`src/rtl/param_lifo_stack.sv`:
```
// param_lifo_stack: parametrised LIFO with peek, registered pop, replace-top and sticky error flags
module param_lifo_stack #(
  parameter int DATA_W = 12,
  parameter int DEPTH  = 8,
  localparam int CNT_W = $clog2(DEPTH + 1),
  localparam int AW    = $clog2(DEPTH)
) (
  input  logic              clk,
  input  logic              rst_n,
  input  logic              push,
  input  logic              pop,
  input  logic [DATA_W-1:0] push_data,
  input  logic              clr_err,
  output logic [DATA_W-1:0] pop_data,
  output logic              pop_valid,
  output logic [DATA_W-1:0] top_data,
  output logic [CNT_W-1:0]  count,
  output logic              empty,
  output logic              full,
  output logic              overflow,
  output logic              underflow
);
  logic [DATA_W-1:0] mem [DEPTH];
  logic [CNT_W-1:0] top_idx, count_nxt;
  logic [AW-1:0] top_ptr, wr_ptr;
  logic do_push, do_pop, replace, bypass, wr_en;
  always_comb begin
    empty     = count == '0;
    full      = count == CNT_W'(DEPTH);
    top_idx   = count - 1'b1;
    top_ptr   = top_idx[AW-1:0];
    top_data  = empty ? '0 : mem[top_ptr];
    do_push   = push & ~pop & ~full;
    do_pop    = pop & ~push & ~empty;
    replace   = push & pop & ~empty;
    bypass    = push & pop & empty;
    wr_en     = rst_n & (do_push | replace);
    wr_ptr    = replace ? top_ptr : count[AW-1:0];
    count_nxt = do_push ? count + 1'b1 : do_pop ? top_idx : count;
  end
  // storage is deliberately not reset so it can map onto plain RAM
  always_ff @(posedge clk)
    if (wr_en) mem[wr_ptr] <= push_data;
  always_ff @(posedge clk)
    if (!rst_n) begin
      count     <= '0;
      pop_data  <= '0;
      pop_valid <= 1'b0;
      overflow  <= 1'b0;
      underflow <= 1'b0;
    end else begin
      count     <= count_nxt;
      pop_valid <= do_pop | replace | bypass;
      pop_data  <= (do_pop | replace) ? mem[top_ptr] : bypass ? push_data : pop_data;
      overflow  <= (push & ~pop & full) | (overflow & ~clr_err);
      underflow <= (pop & ~push & empty) | (underflow & ~clr_err);
    end
endmodule
```
`config.mk`:
```
export PLATFORM = sky130hd
export DESIGN_NAME = param_lifo_stack
export DESIGN_NICKNAME = d
export VERILOG_FILES = /design/src/rtl/param_lifo_stack.sv
export SDC_FILE = /design/constraint.sdc
export NUM_CORES = 1
export LEC_CHECK = 0
export CORE_ASPECT_RATIO = 1.4
export CORE_MARGIN = 1.5
export CORE_UTILIZATION = 30
export DETAILED_ROUTE_END_ITERATION = 8
export PLACE_DENSITY = 0.51
export SLEW_MARGIN = 25
export SYNTH_ARGS = -nofsm -noshare
export SYNTH_HDL_FRONTEND = slang
export SYNTH_SLANG_ARGS = --single-unit
```
`constraint.sdc`:
```
create_clock -name clk -period 3.15 [get_ports clk]
set_input_delay 0.7875 -clock clk [delete_from_list [all_inputs] [get_ports clk]]
set_output_delay 0.7875 -clock clk [all_outputs]
set_load 0.1 [all_outputs]
```
==> summary.txt, run 1 <==
Fin Setup TNS - 0 ps
Core Area - 15610 µm²
WL final - 12100 µm
P_sw - 2340 µW
H-tree Lvls - 4
Final setup violation count - 0
Final Worst Setup Slack - 91.21 ps
Clock Pin Slew Worst Setup and Hold Paths - 50 ps
diode count - 0
CP Cell Sequence - inv_1 > ha_2 > or3b_1 > inv_4 > buf_12 > a21oi_4 > buf_12
DIE HEIGHT - 152.4 µm
Post-synth EDFFs - 96
proportion of netlist area held by the largest area contributor - 60.30%
Max-Cap Viols - 0
worst vdd ir - 0.4624 mV
Clock power frac - 31.0%
Fin. Hold Viols - 0
initial antenna violation count - 0
DP Worst Slack - 287.5 ps
WP buf/inv - 4
clk root buf - clkbuf_16
FP Rows - 54
Max FO, Critical Path - 19
GPL Wtd Cong - 0.7594
Synth Warn # - 0
Placed Area - 5879 µm²
cell with the most instances after synthesis - edfxtp_1
GRT Util Overall - 15.77%
Yosys top cell by area - edfxtp_1
First DRT Iteration DRCs - 223
HPWL after DPL - 8127 µm
Synth async-reset ratio - 0%
IO Port Bufs - 49
Comb pwr share - 39.7%
worst rel slew slack - 52.81%
slowest cell delay on critical path - 430 ps
Most Frequent Cell on Critical Path - buf_12
DR WL/cell - 20.07 µm
Distinct cells, synth - 34
switch share - 38.53%
DRT antenna net count - 0
prevailing post-synth register cell - edfxtp_1
Post-Syn Area per Cell - 14.76 µm²
worst-skew pair later-pin latency - 400 ps
largest net degree at the start of global routing - 32
CP required - 2360 ps
share of cells above drive strength 1 - 32.92%
Slew @ Worst Pin - 705.9 ps
Area Growth Syn to Fin - 35.23%
outcome - completed
DRC violations left - 0
routed vias - 3059
Synth area leaders - edfxtp_1 60%, mux4_2 11%, dfxtp_1 8.0%, nand2_1 3.9%, a21oi_1 2.9%
fin. max-slew vios - 0
Post-synth top cells - 96 x edfxtp_1, 50 x nand2_1, 28 x a21oi_1, 24 x mux4_2
Sink Count - 115
Initial DRT Pass Iterations - 4
vias in the first global route - 3295
FMAX - 326.9 MHz
Seq cells post-synth - 115
CTS Buf Count - 17
Final nets - 413
GR Overflow Total - 0
data arrival time of the critical path - 2270 ps
crit end category - primary output
die width - 109.7 µm
synthesized area - 4781 µm²
Seq/Total Area, Yosys - 68.25%
die area - 16710 µm²
Pwr Density - 939.4 nW/µm²
critical path class - reg -> out
slowest CP cell - or3b_1
unrepaired setup endpoints after global routing - false
Initial Utilization - 30.63%
Leakage - 0.002223 µW
# IOs - 50
cts hold-fix bufs - 0
CTS tree - yes
Design Area, Final - 6465 µm²
Filler cells - 1416
Vias per Instance - 5.073
Worst Hold Class - reg -> reg
Max clock buf depth - 2
Worst setup SP type - flop
delay-heaviest family, CP - buffers and inverters
Period minus WS final - 3059 ps
setup bufs post-CTS - 0
post_cts resized - 0
Mapped Cells - 324
Synthesized Nets - 343
first-pass GRT wire length - 18770 µm
Pint - 3733 µW
fin crit share - 97.10%
Reg power frac - 29.3%
skew final - 6.921 ps
-- sequential cells by signal (all words and copies together), names as in the netlist --
signal / count
mem: 96
overflow: 1
count: 4
pop_valid: 1
underflow: 1
pop_data: 12
-- area by class of cell --
type | instances | area, µm² | area share (%)
repair buffers | 72 | 784.5 | 12.13
multi-input cells | 181 | 1559 | 24.11
flip-flops and latches | 115 | 3269 | 50.57
inverters | 7 | 28.78 | 0.4451
clock inverters | 10 | 133.9 | 2.071
well taps | 196 | 245.2 | 3.793
clock buffers | 22 | 444.2 | 6.871
-- metrics by stage --
step / util [%] / power (µW) / cells / hold WS [ps]
5_1_grt: 41.42 / 6291 / 603 / 468.8
4_1_cts: 41.37 / 6111 / 603 / 452.3
2_1_floorplan: - / 3506 / 324 / 705.0
6_report: 41.42 / 6073 / 603 / 447.9
3_5_place_dp: 37.67 / 4219 / 571 / 444.8
3_3_place_gp: 37.67 / 4208 / 571 / 443.8
-- power by group through the flow --
stage / registers, µW / logic (µW) / clock network, µW
detailed placement: 1810 / 2410 / 0
finish: 1780 / 2410 / 1880
CTS: 1780 / 2410 / 1920
global route: 1790 / 2510 / 1990
global placement: 1810 / 2400 / 0
floorplan: 2140 / 1370 / 0
-- tightest hold or removal path, stage by stage (launching register included) --
cell     delay, ps
dfxtp_1        300
nand3_1         60
nand2_1         40
-- worst paths after layout --
check / start / to / slack [ps] / depth (start not counted)
worst max-delay path: count[0]$_SDFFE_PN0P_ / top_data[0] / 90 / 7
worst min-delay path: pop_data[6]$_SDFFE_PN0P_ / pop_data[6]$_SDFFE_PN0P_ / 450 / 2
worst max register to register: count[0]$_SDFFE_PN0P_ / mem[0][7]$_DFFE_PP_ / 690 / 8
worst min register to register: pop_data[6]$_SDFFE_PN0P_ / pop_data[6]$_SDFFE_PN0P_ / 450 / 2
-- placed cells by master (no fill, tap or decap), drive strengths merged --
cell type	synthesis	layout
xnor2	2	2
buf	12	56
a21oi	28	28
or3b	1	1
xor2	1	1
ha	2	2
mux4	24	24
o21a	1	1
clkinvlp	0	2
dfxtp	19	19
o221ai	11	11
nor3	13	13
nor2	6	6
nand3	19	19
nand4	1	1
mux2i	1	1
clkdlybuf4s50	0	16
o21ai	5	5
a2bb2oi	1	1
bufinv	0	3
clkbuf	9	22
o22ai	2	2
clkinv	1	5
a21o	2	2
edfxtp	96	96
nor2b	4	4
a31oi	1	1
inv	6	7
nor3b	1	1
nand2b	2	2
a32oi	1	1
nand2	50	50
nand3b	1	1
o311a	1	1
-- per-layer routing --
metal / global-route usage, % / vias to the layer above / wire [µm]
met2: 25.17 / 80 / 6128
li1: - / 1394 / -
met4: 7.236 / 0 / 267
met5: 0 / - / 0
met1: 20.12 / 1563 / 5224
met3: 3.636 / 22 / 481
-- cell families after synthesis --
kind of cell	count (synthesis)	share of synthesized area (%)
flops	115	68.25
buf+inv	28	2.852
fa+ha+maj	2	0.5233
compound gates	53	7.145
xor+xnor	3	0.5497
simple gates	98	9.160
mux	25	11.52
No activity file was read; power rests on OpenSTA's default activity.
==> run 2: changes to the inputs <==
Settings changed: CAP_MARGIN set to 30.
==> results of run 2 <==
Final layout, timing and power as in run 1 (identical DEF).
